<file path="config.mk">
export PLATFORM = sky130hd
export DESIGN_NAME = ddr_port_scheduler
export DESIGN_NICKNAME = d
export VERILOG_FILES = /design/src/rtl/ddr_sched_pkg.sv /design/src/rtl/ddr_rr_pick.sv /design/src/rtl/ddr_port_scheduler.sv
export SDC_FILE = /design/constraint.sdc
export NUM_CORES = 1
export LEC_CHECK = 0
export ABC_AREA = 1
export BUFFER_PORTS_ARGS = -buffer_cell sky130_fd_sc_hd__buf_2
export CORE_MARGIN = 4
export CORE_UTILIZATION = 45
export DETAILED_ROUTE_END_ITERATION = 16
export GPL_ROUTABILITY_DRIVEN = 0
export MAX_ROUTING_LAYER = met4
export REMOVE_ABC_BUFFERS = 1
export SLEW_MARGIN = 20
export SYNTH_ARGS = -nofsm -noshare
export SYNTH_HDL_FRONTEND = slang
export SYNTH_SLANG_ARGS = --single-unit
</file>
<file path="constraint.sdc">
create_clock -name i_clk -period 3 [get_ports i_clk]
set_input_delay 0.15 -clock i_clk [delete_from_list [all_inputs] [get_ports i_clk]]
set_output_delay 0.15 -clock i_clk [all_outputs]
set_load 0.01 [all_outputs]
</file>
<file path="src/rtl/ddr_sched_pkg.sv">
// Shared definitions for the DDR port scheduler.
// Holds the port count, the scheduler state encoding, the port-id type
// and the width of the outstanding-read credit counter.
package ddr_sched_pkg;
  localparam int NUM_PORTS      = 4;
  localparam int MAX_RD_OUT_DEF = 16;
  // Wide enough to hold the value MAX_RD_OUT itself, not just MAX_RD_OUT-1.
  localparam int CRED_W         = $clog2(MAX_RD_OUT_DEF + 1);

  typedef enum logic {
    IDLE  = 1'b0,
    SERVE = 1'b1
  } state_t;

  typedef logic [1:0] port_id_t;
endpackage

</file>
<file path="src/rtl/ddr_rr_pick.sv">
// Combinational rotating priority encoder.
// Searches i_elig starting at the port after i_ptr and wrapping around.
// i_ptr itself has the lowest priority.
// Ports:
//   i_elig   - eligible request vector
//   i_ptr    - last served port; the search starts one past it
//   o_onehot - one-hot winner (zero when nothing is eligible)
//   o_id     - encoded winner
//   o_any    - at least one eligible port
module ddr_rr_pick
  import ddr_sched_pkg::*;
(
  input  logic [NUM_PORTS-1:0] i_elig,
  input  port_id_t             i_ptr,
  output logic [NUM_PORTS-1:0] o_onehot,
  output port_id_t             o_id,
  output logic                 o_any
);

  port_id_t w_idx;

  // Walk from the farthest candidate to the nearest so that the nearest
  // eligible port overwrites the earlier ones and wins.
  always_comb begin
    o_onehot = '0;
    o_id     = '0;
    o_any    = |i_elig;
    w_idx    = '0;
    for (int k = NUM_PORTS; k >= 1; k--) begin
      w_idx = i_ptr + k[1:0];
      if (i_elig[w_idx]) begin
        o_onehot        = '0;
        o_onehot[w_idx] = 1'b1;
        o_id            = w_idx;
      end
    end
  end

endmodule

</file>
<file path="src/rtl/ddr_port_scheduler.sv">
// Weighted round-robin owner of the shared DDR command/write path.
// Each grant is held for a per-port burst quota.
// Read grants are masked while the outstanding-read credit pool is full.
// Starving ports force a hand-over at the next accepted transaction.
// Ports:
//   i_clk, i_rst_n      - clock, async active-low reset
//   i_req, i_is_rd      - per-port request and request type (1 = read)
//   i_xfer_done         - granted transaction accepted by DDR
//   i_rd_data_valid     - read beat returned; frees one credit
//   i_quota_we/port/val - quota register write
//   o_grant, o_grant_id, o_grant_valid - registered grant
//   o_rd_outstanding, o_rd_full        - read credit state
//   o_err                - sticky credit-underflow flag
module ddr_port_scheduler
  import ddr_sched_pkg::*;
#(
  parameter int QW           = 8,
  parameter int DEF_QUOTA    = 8,
  parameter int MAX_RD_OUT   = 16,
  parameter int STARVE_LIMIT = 64
) (
  input  logic                 i_clk,
  input  logic                 i_rst_n,
  input  logic [NUM_PORTS-1:0] i_req,
  input  logic [NUM_PORTS-1:0] i_is_rd,
  input  logic                 i_xfer_done,
  input  logic                 i_rd_data_valid,
  input  logic                 i_quota_we,
  input  logic [1:0]           i_quota_port,
  input  logic [QW-1:0]        i_quota_val,
  output logic [NUM_PORTS-1:0] o_grant,
  output logic [1:0]           o_grant_id,
  output logic                 o_grant_valid,
  output logic [CRED_W-1:0]    o_rd_outstanding,
  output logic                 o_rd_full,
  output logic                 o_err
);

  localparam int AW = $clog2(STARVE_LIMIT + 1);

  state_t                          r_state;
  logic [NUM_PORTS-1:0]            r_grant;
  port_id_t                        r_grant_id;
  logic                            r_grant_valid;
  port_id_t                        r_ptr;
  logic [NUM_PORTS-1:0][QW-1:0]    r_quota;
  logic [QW-1:0]                   r_remain;
  logic [NUM_PORTS-1:0][AW-1:0]    r_age;
  logic [CRED_W-1:0]               r_rd_cnt;
  logic                            r_err;

  logic [NUM_PORTS-1:0] w_elig;
  logic [NUM_PORTS-1:0] w_starved;
  logic [NUM_PORTS-1:0] w_starve_elig;
  logic [NUM_PORTS-1:0] w_st_oh, w_rr_oh, w_win_oh;
  port_id_t             w_st_id, w_rr_id, w_win_id;
  logic                 w_st_any, w_rr_any;
  logic [QW-1:0]        w_load_q, w_load_rem;
  logic                 w_done_rd, w_other_starve, w_release;

  assign o_rd_full = (r_rd_cnt == CRED_W'(MAX_RD_OUT));
  assign w_elig    = i_req & ~(i_is_rd & {NUM_PORTS{o_rd_full}});

  for (genvar gi = 0; gi < NUM_PORTS; gi++) begin : g_starve
    assign w_starved[gi] = (r_age[gi] >= AW'(STARVE_LIMIT));
  end
  // A starving reader that cannot be served yet must not pre-empt anyone.
  assign w_starve_elig = w_starved & w_elig;

  // The starvation pick uses a fixed pointer of 3, so the lowest index wins.
  ddr_rr_pick u_pick_starve (
    .i_elig   (w_starve_elig),
    .i_ptr    (port_id_t'(3)),
    .o_onehot (w_st_oh),
    .o_id     (w_st_id),
    .o_any    (w_st_any)
  );

  ddr_rr_pick u_pick_rr (
    .i_elig   (w_elig),
    .i_ptr    (r_ptr),
    .o_onehot (w_rr_oh),
    .o_id     (w_rr_id),
    .o_any    (w_rr_any)
  );

  assign w_win_oh   = w_st_any ? w_st_oh : w_rr_oh;
  assign w_win_id   = w_st_any ? w_st_id : w_rr_id;
  assign w_load_q   = r_quota[w_win_id];
  assign w_load_rem = (w_load_q == '0) ? QW'(1) : w_load_q;

  assign w_done_rd      = i_xfer_done & r_grant_valid & i_is_rd[r_grant_id];
  assign w_other_starve = |(w_starve_elig & ~r_grant);
  assign w_release      = (i_xfer_done && (r_remain == QW'(1))) ||
                          !w_elig[r_grant_id] ||
                          (i_xfer_done && w_other_starve);

  // Grant FSM. Every release passes through IDLE for one cycle, so the
  // downstream port mux never switches in the middle of a transaction.
  always_ff @(posedge i_clk or negedge i_rst_n) begin
    if (!i_rst_n) begin
      r_state       <= IDLE;
      r_grant       <= '0;
      r_grant_id    <= '0;
      r_grant_valid <= 1'b0;
      r_ptr         <= port_id_t'(3);
      r_remain      <= '0;
    end else begin
      case (r_state)
        IDLE: begin
          if (w_rr_any) begin
            r_grant       <= w_win_oh;
            r_grant_id    <= w_win_id;
            r_grant_valid <= 1'b1;
            r_ptr         <= w_win_id;
            r_remain      <= w_load_rem;
            r_state       <= SERVE;
          end
        end
        SERVE: begin
          if (w_release) begin
            r_grant       <= '0;
            r_grant_valid <= 1'b0;
            r_state       <= IDLE;
          end else if (i_xfer_done) begin
            r_remain <= r_remain - QW'(1);
          end
        end
        default: r_state <= IDLE;
      endcase
    end
  end

  // A write lands in the register only at the edge, so a load in the same
  // cycle still reads the old quota.
  always_ff @(posedge i_clk or negedge i_rst_n) begin
    if (!i_rst_n) begin
      for (int i = 0; i < NUM_PORTS; i++) r_quota[i] <= QW'(DEF_QUOTA);
    end else begin
      for (int i = 0; i < NUM_PORTS; i++)
        if (i_quota_we && (i_quota_port == port_id_t'(i)))
          r_quota[i] <= i_quota_val;
    end
  end

  always_ff @(posedge i_clk or negedge i_rst_n) begin
    if (!i_rst_n) begin
      for (int i = 0; i < NUM_PORTS; i++) r_age[i] <= '0;
    end else begin
      for (int i = 0; i < NUM_PORTS; i++) begin
        if (i_req[i] && !r_grant[i]) begin
          if (r_age[i] < AW'(STARVE_LIMIT)) r_age[i] <= r_age[i] + AW'(1);
        end else begin
          r_age[i] <= '0;
        end
      end
    end
  end

  // The increment is also guarded at full, because one done can still
  // arrive in the cycle before the full reader is released.
  always_ff @(posedge i_clk or negedge i_rst_n) begin
    if (!i_rst_n) begin
      r_rd_cnt <= '0;
      r_err    <= 1'b0;
    end else begin
      case ({w_done_rd, i_rd_data_valid})
        2'b10: if (!o_rd_full) r_rd_cnt <= r_rd_cnt + CRED_W'(1);
        2'b01: begin
          if (r_rd_cnt == '0) r_err <= 1'b1;
          else                r_rd_cnt <= r_rd_cnt - CRED_W'(1);
        end
        default: ;
      endcase
    end
  end

  assign o_grant          = r_grant;
  assign o_grant_id       = r_grant_id;
  assign o_grant_valid    = r_grant_valid;
  assign o_rd_outstanding = r_rd_cnt;
  assign o_err            = r_err;

endmodule

</file>
==> results.ini, run 1 <==
[floorplan]
dieArea_mm2 = 0.0123
io_pins = 37
initial_core_util_pct = 46.1
die_y_um = 111
die_w_um = 111
row_count = 37
fp.coreArea_mm2 = 0.0103

[timing]
finClkSkew_ps = 10.4
setup_viol = 0
finalHoldViolCount = 0
period_needed_ps = 2670
setup_tns_ps = 0
slew_viol_final = 0
worst_pin_slew_ps = 777
rsz0062_at_grt = no
relSlewSlack_pct = 48.2
fin_hold_ws_ps = 75.7
timing.fmax_mhz = 375
min_period_over_period_pct = 88.9

[global_routing]
grt_pass1_vias = 4038
antenna_found_initial = 0
grt_pass1_wl_mm = 18.8
grt_max_degree = 85
overflow = 0
track_usage_pct = 18.7

[worst_setup_path]
crit_top_cell = nand2_1
worstSetupStartpointType = register
path_buf_inv = 4
critPathMaxStageDelay_ps = 600
cp.required_ps = 3300
path_delay_family = simple AND/OR/NAND/NOR gates
critical_path_class = reg -> reg
crit_fanout = 11
end_kind = register
cp_cell_sequence = inv_1, ha_1, inv_1, nand2_1, nand2_2, inv_2, nand2_1, nand2_1, nand3_4, buf_12, nand3_1, nand3_1, nand2_1, nand2_1, nor2_1, nand2_1, nand2_1, nand2_1, nand2_1
critPathArrivalTime_ps = 2970
cp_slowest_cell = dfstp_2

[drt]
routed_via_density = 5.32
routed-via-count = 4172
drc = 0
first_pass_iters = 5
wl_per_cell_um = 13.8
drtIter0Drc = 345
antenna_left = 0
wl_mm = 10.8

[final_layout]
final_common_cell = nand2_1
layout_common_cells = nand2_1 (132), dfrtp_1 (78), o21ai_0 (69)
area_growth_pct = 11.8
drive_above_1_share_pct = 14.5
layout.nets = 680
postLayoutCoreUtil_pct = 51.6
antenna_cells = 0
fin_cells = 784

[placed_design]
placedCellCount = 764
hpwl_mm = 7.98
port_buffers = 36

[yosys]
yosysTopAreaCell = dfrtp_1
seq_area_frac_synth_pct = 44.3
syn_area_per_cell_um2 = 7.93
synth_area_leaders = dfrtp_1 (41%), nand2_1 (10%), o21ai_0 (7.2%)
yosysTopAreaCellShare_pct = 41.0
synth_cells = 601
ys_warn_count = 0
syn_area_mm2 = 0.00476
ys_types = 44
ys_ff_latch = 84

[hold_path]
hold_path.class = in -> reg

[pwr]
p_total_w = 0.00529
peakVddDrop_mv = 0.365
p_leak_nw = 2.60
power_density_mw_per_mm2 = 993

[job]
max_cap_violations = 0

[clocking]
clk_latency_ps = 350
cts_tree = built
clock-sinks = 84
htreeDepth = 3
clk_pin_slew_worst_paths_ps = 90
clockBufferDepth = 2
cts_made_buffers = 9
cts_root_buffer = clkbuf_8

[status]
outcome = complete, no violations

-- what timing repair did --
item                                    in CTS  in global routing
endpoints found under the hold margin        0                 78
hold buffers                                 0                  1
gates resized for setup                      0                  1
endpoints found under the setup margin       0                  1
setup buffers                                0                  3
-- per-stage QoR --
stage / area (um2) / setup slack, ps
after global placement: 5060 / 363
after detailed placement: 5060 / 284
after global routing: 5330 / 56.8
after floorplan: 4700 / 633
after CTS: 5270 / 257
final: 5330 / 333
-- path summary, 6_finish.rpt --
check	startpoint	to	slack, ps	cells after the start
setup / recovery	r_ptr[1]$_DFFE_PN1P_	r_remain[0]$_DFFE_PN0P_	330	19
hold / removal	i_rd_data_valid	o_err$_DFFE_PN0P_	80	2
setup reg to reg	r_ptr[1]$_DFFE_PN1P_	r_remain[0]$_DFFE_PN0P_	330	19
hold reg to reg	r_quota[2]$_DFFE_PN0P_	r_quota[2]$_DFFE_PN0P_	490	2
max in group asynchronous	i_rst_n	r_quota[30]$_DFFE_PN0P_	2060	2
min in group asynchronous	i_rst_n	o_rd_outstanding[0]$_DFFE_PN0P_	390	2
-- sequential cells by signal, indices dropped and copies added, names as in the netlist --
register          flops
r_ptr                 2
r_remain              8
o_err                 1
o_grant_valid         1
o_rd_outstanding      5
r_state               1
o_grant_id            2
r_age                28
o_grant               4
r_quota              32
-- cells in the mapped netlist (all sizes together) --
library cell and count:
a2111oi 1, a211oi 1, a21boi 1, a21oi 36
a22o 1, a31o 2, buf 5, clkbuf 5
clkinv 1, dfrtp 78, dfstp 6, fa 1
ha 13, inv 73, nand2 145, nand3 69
nand4 5, nor2 50, nor3 10, o211ai 2
o21ai 74, o21bai 1, o221ai 8, o22ai 2
o31a 1, o31ai 2, or2 1, xnor2 1
xor2 6
-- logic make-up after synthesis --
group	Yosys count	share of synthesized area, %
XOR/XNOR	7	1.29
AND/OR/NAND/NOR	280	27.4
flip-flops	84	44.3
adder cells (fa/ha/maj)	14	3.84
AO/OA/AOI/OAI	132	16.0
buffers and inverters	84	7.22
-- routing by layer --
metal,vias to the layer above,share of wire [%],track usage (%)
met5,-,0,-
met4,0,1.7,6.57
met3,15,2.9,2.62
met2,85,46,29.2
met1,1992,49,25.1
li1,2080,-,-
-- layout make-up --
cell class / instances / area, um2
Clock buffer: 13 / 159
Clock inverter: 3 / 43.8
Fill cell: 1005 / 5000
Inverter: 74 / 285
Multi-Input combinational cell: 433 / 2320
Sequential cell: 84 / 2110
Tap cell: 136 / 170
Timing Repair Buffer: 41 / 239
-- worst register-to-register path: stages, from the launching register on --
cell	delay [ps]
dfstp_2	600
inv_1	140
ha_1	360
inv_1	70
nand2_1	100
nand2_2	110
inv_2	110
nand2_1	60
nand2_1	100
nand3_4	160
buf_12	200
nand3_1	60
nand3_1	90
nand2_1	100
nand2_1	60
nor2_1	100
nand2_1	50
nand2_1	60
nand2_1	50
nand2_1	50
-- where the power goes --
part,switching [W],internal [W],total (W)
clock,0.000403,0.000433,0.000836
combinational,0.00176,0.00102,0.00278
sequential,0.000264,0.00141,0.00168
total,0.00242,0.00287,0.00529
(Power assumes the default switching activity.)
==> run 2, diff against run 1 <==
Settings changed: CELL_PAD_IN_SITES_DETAIL_PLACEMENT set to 1, CELL_PAD_IN_SITES_GLOBAL_PLACEMENT set to 1, PLACE_DENSITY_LB_ADDON set to 0.1.
==> run 2 against run 1 <==
Net effect: critical path depth is 2 lower; global-route usage is 4.3 points higher; non-clock buffer count stayed put; via count is 3.1% higher; power is 2.9% higher; clock power is 9.6% higher; core utilization is 0.21 points higher; clock skew is 1.2 ps lower; combinational power is 2% higher; sequential share of layout area is 0.16 points lower; critical path type unchanged; critical endpoint unchanged.
==> results.ini, run 2 (synthesis gave the netlist of run 1 again) <==
[timing]
setup_tns_ps = 0  ; unchanged
fin_ws_ps = 244  ; -89.0 ps
slew_viol_final = 0  ; unchanged
finClkSkew_ps = 9.22  ; -1.22 ps
setup_viol = 0  ; unchanged
timing.fmax_mhz = 363  ; -3.2%
rsz0062_at_grt = no
relSlewSlack_pct = 40.4  ; -7.8 points
worst_pin_slew_ps = 894  ; +117 ps
min_period_over_period_pct = 91.9  ; +3.0 points
finalHoldViolCount = 0  ; unchanged
period_needed_ps = 2760  ; +89.0 ps

[job]
max_cap_violations = 0  ; unchanged

[clocking]
clockBufferDepth = 2  ; unchanged
cts_setup_buffers = 0  ; unchanged
clk_latency_ps = 360  ; about the same
cts_tree = built
cts_made_buffers = 9  ; unchanged
clock-sinks = 84  ; unchanged
clk_pin_slew_worst_paths_ps = 90  ; about the same
cts_root_buffer = clkbuf_8
htreeDepth = 3  ; unchanged

[pwr]
comb_power_share_pct = 52.0  ; -0.5 points
peakVddDrop_mv = 0.367  ; +0.54%
p_leak_nw = 2.61  ; +0.28%
pwr-share-clk_pct = 16.8  ; +1.0 points
power_density_mw_per_mm2 = 1020  ; +2.5%
internal-power_w = 0.00283  ; -1.4%
seqPwrFrac_pct = 31.1  ; -0.6 points
net-switching-power_w = 0.00262  ; +8.0%
swShare_pct = 48.1  ; +2.3 points

[status]
outcome = complete, no violations

[worst_setup_path]
reg2reg_to = r_remain[0]$_DFFE_PN0P_
crit_fanout = 9  ; -2
critical_path_class = reg -> reg
critPathArrivalTime_ps = 3010  ; +40 ps
cp.required_ps = 3250  ; -50 ps
reg2reg_from = o_rd_outstanding[3]$_DFFE_PN0P_
r2r_slack_ps = 240  ; -90 ps
end_kind = register
worstSetupStartpointType = register
reg2regPathDepth = 17  ; -2

[final_layout]
layout.nets = 682  ; +0.29%
top_register = r_quota
largest_reg_flops = 32  ; unchanged
area_growth_pct = 12.2
layout_common_cells = nand2_1 (130), dfrtp_1 (78), o21ai_0 (69)
fin_cells = 786  ; +0.26%
fin_area_mm2 = 0.00535  ; +0.40%
final_common_cell = nand2_1
drive_above_1_share_pct = 15.1  ; +0.57 points
antenna_cells = 0  ; unchanged
postLayoutCoreUtil_pct = 51.8  ; +0.21 points
n_fill_cell = 1299  ; +29%
top_regs = r_quota (32), r_age (28), r_remain (8)

[drt]
drc = 0  ; unchanged
first_pass_iters = 4  ; -1
antenna_left = 0  ; unchanged
routed-via-count = 4303  ; +3.1%
wl_per_cell_um = 16.7  ; +22%
routed_via_density = 5.47  ; +2.9%
drtIter0Drc = 160  ; -54%
wl_mm = 13.2  ; +22%

[hold_path]
hold_path_startpoint = i_quota_val[3]
hold_depth = 3  ; +1
hold_end = r_quota[3]$_DFFE_PN1P_
hold_path.class = in -> reg

[global_routing]
grt_pass1_wl_mm = 22.9  ; +22%
track_usage_pct = 23.0  ; +4.3 points
overflow = 0  ; unchanged
grt_max_degree = 68  ; -20%
grt_pass1_vias = 4649  ; +15%
antenna_found_initial = 0  ; unchanged

[floorplan]
io_pins = 37  ; unchanged
fp.coreArea_mm2 = 0.0103  ; unchanged
initial_core_util_pct = 46.1  ; unchanged
dieArea_mm2 = 0.0123  ; unchanged
die_y_um = 111  ; unchanged
row_count = 37  ; unchanged
die_w_um = 111  ; unchanged

[placed_design]
post-place-ws_ps = 244  ; -40.0 ps
dpl_cell_area_mm2 = 0.00509  ; +0.44%
port_buffers = 36  ; unchanged
hpwl_mm = 9.91  ; +24%
placedCellCount = 767  ; +0.39%

## run 2: critical path, stage by stage, from the launching register on
cell	delay (ps)
dfrtp_1	460
nor2_4	210
nand4_2	190
nand2_1	170
nor2_1	100
nor3_4	460
a21boi_1	220
nand2_1	110
nand2_4	140
inv_4	80
nand3_1	110
nand2_1	80
nand2_1	70
nor2_1	40
nand2_1	50
nand2_1	50
nand2_1	60
nand2_1	50
## run 2: cell type report
cell class / count / area, um2 / area share, %
Timing Repair Buffer: 41 / 223 / 4.17
Inverter: 74 / 285 / 5.34
Sequential cell: 84 / 2110 / 39.5
Clock inverter: 5 / 83.8 / 1.57
Tap cell: 136 / 170 / 3.18
Multi-Input combinational cell: 435 / 2340 / 43.8
Clock buffer: 11 / 131 / 2.46
## run 2: power by group through the flow
stage / sequential (W) / clock (W) / combinational (W)
floorplan: 0.00166 / 0 / 0.00195
global placement: 0.00170 / 0 / 0.00256
detailed placement: 0.00171 / 0 / 0.00272
CTS: 0.00169 / 0.000945 / 0.00274
global route: 0.00173 / 0.00100 / 0.00323
finish: 0.00170 / 0.000916 / 0.00283
## run 2: how the worst max path moves through the flow
stage,start,to,slack [ps],cells after the start
global route,r_ptr[0]$_DFFE_PN1P_,r_remain[0]$_DFFE_PN0P_,9,19
detailed placement,r_ptr[1]$_DFFE_PN1P_,r_remain[0]$_DFFE_PN0P_,240,19
floorplan,o_rd_outstanding[1]$_DFFE_PN0P_,r_remain[0]$_DFFE_PN0P_,630,17
global placement,r_ptr[1]$_DFFE_PN1P_,r_remain[0]$_DFFE_PN0P_,420,19
finish,o_rd_outstanding[3]$_DFFE_PN0P_,r_remain[0]$_DFFE_PN0P_,240,17
CTS,r_ptr[1]$_DFFE_PN1P_,r_remain[0]$_DFFE_PN0P_,210,19
## run 2: per-layer routing
layer  share of wire [%]  global-route usage, %  vias to the layer above  routed length, um
met3                 2.5                   2.62                       18                335
li1                    -                      -                     2095                  -
met1                  45                   28.8                     2133               5940
met4                 1.5                   6.49                        0                203
met5                   0                      -                        -                  0
met2                  51                   39.6                       57               6680
## run 2: metrics by stage
stage | total power, W | hold slack, ps
floorplan | 0.00361 | -146
global placement | 0.00426 | 318
detailed placement | 0.00443 | 330
CTS | 0.00538 | 47.4
global route | 0.00596 | 70.6
finish | 0.00544 | 58.8
## run 2: timing repair
| action | CTS | global route |
|---|---|---|
| hold buffers | 1 | 0 |
| endpoints found under the hold margin | 61 | 0 |
| setup endpoints to repair | 0 | 2 |
| gates resized for setup | 0 | 3 |
==> run 3, diff against run 2 <==
Settings changed: PLACE_DENSITY set to 0.9, PLACE_DENSITY_LB_ADDON 0.1 to unset.
==> run 3 against run 2 <==
Net effect: critical path depth grew 2; critical endpoint unchanged; core utilization grew 0.25 points; hold slack got worse by 5.4 ps.
==> results.ini, run 3 (synthesis gave the netlist of run 1 again) <==
[status]
outcome = complete, no violations

[drt]
first_pass_iters = 4  ; unchanged
top_layer_used = met4
met3_length_um = 449  ; +34%
routed_via_density = 5.54  ; +1.2%
routed-via-count = 4362  ; +1.4%
drtIter0Drc = 136  ; -15%
drc = 0  ; unchanged
wl_per_cell_um = 16.9  ; +1.1%
met1_length_mm = 5.77  ; -2.9%
wl_mm = 13.3  ; +1.3%
route.met2.wl_mm = 6.85  ; +2.5%
antenna_left = 0  ; unchanged

[final_layout]
largest_reg_flops = 32  ; unchanged
top_regs = r_quota (32), r_age (28), r_remain (8)
final_common_cell = nand2_1
multi_input_area_mm2 = 0.00235  ; +0.32%
drive_above_1_share_pct = 15.1  ; -0.023 points
area_growth_pct = 12.8
top_register = r_quota
antenna_cells = 0  ; unchanged
layout_common_cells = nand2_1 (130), dfrtp_1 (78), o21ai_0 (69)
layout.nets = 683  ; +0.15%
seqCellArea_mm2 = 0.00211  ; unchanged
n_fill_cell = 1305  ; +0.46%
fin_area_mm2 = 0.00537  ; +0.49%

[floorplan]
initial_core_util_pct = 46.1  ; unchanged
row_count = 37  ; unchanged
dieArea_mm2 = 0.0123  ; unchanged
die_y_um = 111  ; unchanged
fp.coreArea_mm2 = 0.0103  ; unchanged
die_w_um = 111  ; unchanged
io_pins = 37  ; unchanged

[clocking]
cts_root_buffer = clkbuf_8
clockBufferDepth = 2  ; unchanged
cts_tree = built
clk_pin_slew_worst_paths_ps = 90  ; about the same
htreeDepth = 3  ; unchanged
clk_latency_ps = 370  ; about the same
clock-sinks = 84  ; unchanged
cts_made_buffers = 9  ; unchanged

[timing]
finClkSkew_ps = 16.2  ; +7.03 ps
rsz0062_at_grt = no
worst_pin_slew_ps = 767  ; -128 ps
setup_viol = 0  ; unchanged
fin_hold_ws_ps = 53.5  ; -5.35 ps
relSlewSlack_pct = 48.9  ; +8.5 points
period_needed_ps = 2750  ; -4.21 ps
slew_viol_final = 0  ; unchanged
setup_tns_ps = 0  ; unchanged
min_period_over_period_pct = 91.7  ; -0.14 points
timing.fmax_mhz = 363  ; +0.15%
finalHoldViolCount = 0  ; unchanged

[global_routing]
antenna_found_initial = 0  ; unchanged
grt_max_degree = 85  ; +25%
grt_pass1_wl_mm = 22.3  ; -2.5%
overflow = 0  ; unchanged
track_usage_pct = 22.6  ; -0.44 points
grt_pass1_vias = 4650  ; +0.022%

[job]
max_cap_violations = 0  ; unchanged

[hold_path]
hold_path.class = in -> reg

[pwr]
p_leak_nw = 2.63  ; +0.61%
power_density_mw_per_mm2 = 1020  ; +0.35%
peakVddDrop_mv = 0.376  ; +2.4%
p_total_w = 0.00549  ; +0.84%

[worst_setup_path]
crit_fanout = 16  ; +7
end_kind = register
cp.required_ps = 3310  ; +60 ps
critical_path_class = reg -> reg
worstSetupStartpointType = register
critPathArrivalTime_ps = 3070  ; +60 ps

[placed_design]
dpl_cell_area_mm2 = 0.00506  ; -0.44%
hpwl_mm = 9.51  ; -4.0%
port_buffers = 36  ; unchanged

## run 3: cell types whose count changed in the layout (fill, tap and decap cells not counted)
cell        change
clkbuf_1        +1
clkbuf_8        +2
nand3_2         -1
clkinvlp_4      -2
inv_6           -1
buf_6           +1
nand3_4         +1
## run 3: cell type report
cell class | instances | area share (%)
inverter | 74 | 5.31
timing repair buffer | 42 | 4.35
tap | 136 | 3.17
clock buffer | 14 | 3.03
clock inverter | 2 | 1.12
sequential | 84 | 39.3
multi-input combinational | 435 | 43.8
## run 3: per-stage QoR
stage / instances / util (%) / worst slack [ps]
2_1_floorplan: 591 / - / 633
3_3_place_gp: 764 / 49.1 / 392
3_5_place_dp: 764 / 49.1 / 246
4_1_cts: 780 / 51.2 / 214
5_1_grt: 787 / 52.0 / 18.4
6_report: 787 / 52.0 / 248
## run 3: path summary, 6_finish.rpt
| path | from | endpoint | slack (ps) | cells past startpoint |
|---|---|---|---|---|
| max in group asynchronous | i_rst_n | r_age[0]$_DFFE_PN0P_ | 2080 | 2 |
| min in group asynchronous | i_rst_n | r_age[3]$_DFFE_PN0P_ | 400 | 2 |
| max reg2reg | r_ptr[1]$_DFFE_PN1P_ | r_remain[0]$_DFFE_PN0P_ | 250 | 19 |
| min | i_rd_data_valid | o_err$_DFFE_PN0P_ | 50 | 2 |
| max | r_ptr[1]$_DFFE_PN1P_ | r_remain[0]$_DFFE_PN0P_ | 250 | 19 |
| min reg2reg | r_age[27]$_DFFE_PN0P_ | r_age[22]$_DFFE_PN0P_ | 500 | 1 |
## run 3: per-layer routing
metal / vias up / GRT usage, %
li1: 2101 / -
met1: 2153 / 27.3
met2: 82 / 38.5
met3: 26 / 3.44
met4: 0 / 7.80
met5: - / -
## run 3: power by group
part / switching (W) / internal (W) / leakage (nW)
Clock: 0.000420 / 0.000517 / 0.111
Combinational: 0.00191 / 0.000948 / 1.45
Sequential: 0.000284 / 0.00141 / 1.07
Total: 0.00261 / 0.00288 / 2.63
## run 3: worst max-delay path, cell delays in order (launching register included)
cell     delay, ps
dfstp_2        600
inv_1          130
ha_1           350
inv_1          110
nand2_1        100
nand2_2        140
inv_2           70
nand2_1         80
nand2_2        120
nand3_4        180
nand2_8        110
nand2_1         90
nand3_1         70
nand2_1        110
nand2_1         60
nor2_1         120
nand2_1         70
nand2_1         60
nand2_1         50
nand2_1         50
## run 3: repair_timing
action	4_1_cts	5_1_grt
endpoints found under the hold margin	0	78
gates resized for setup	0	4
setup buffers	0	4
hold buffers	0	1
endpoints found under the setup margin	0	4
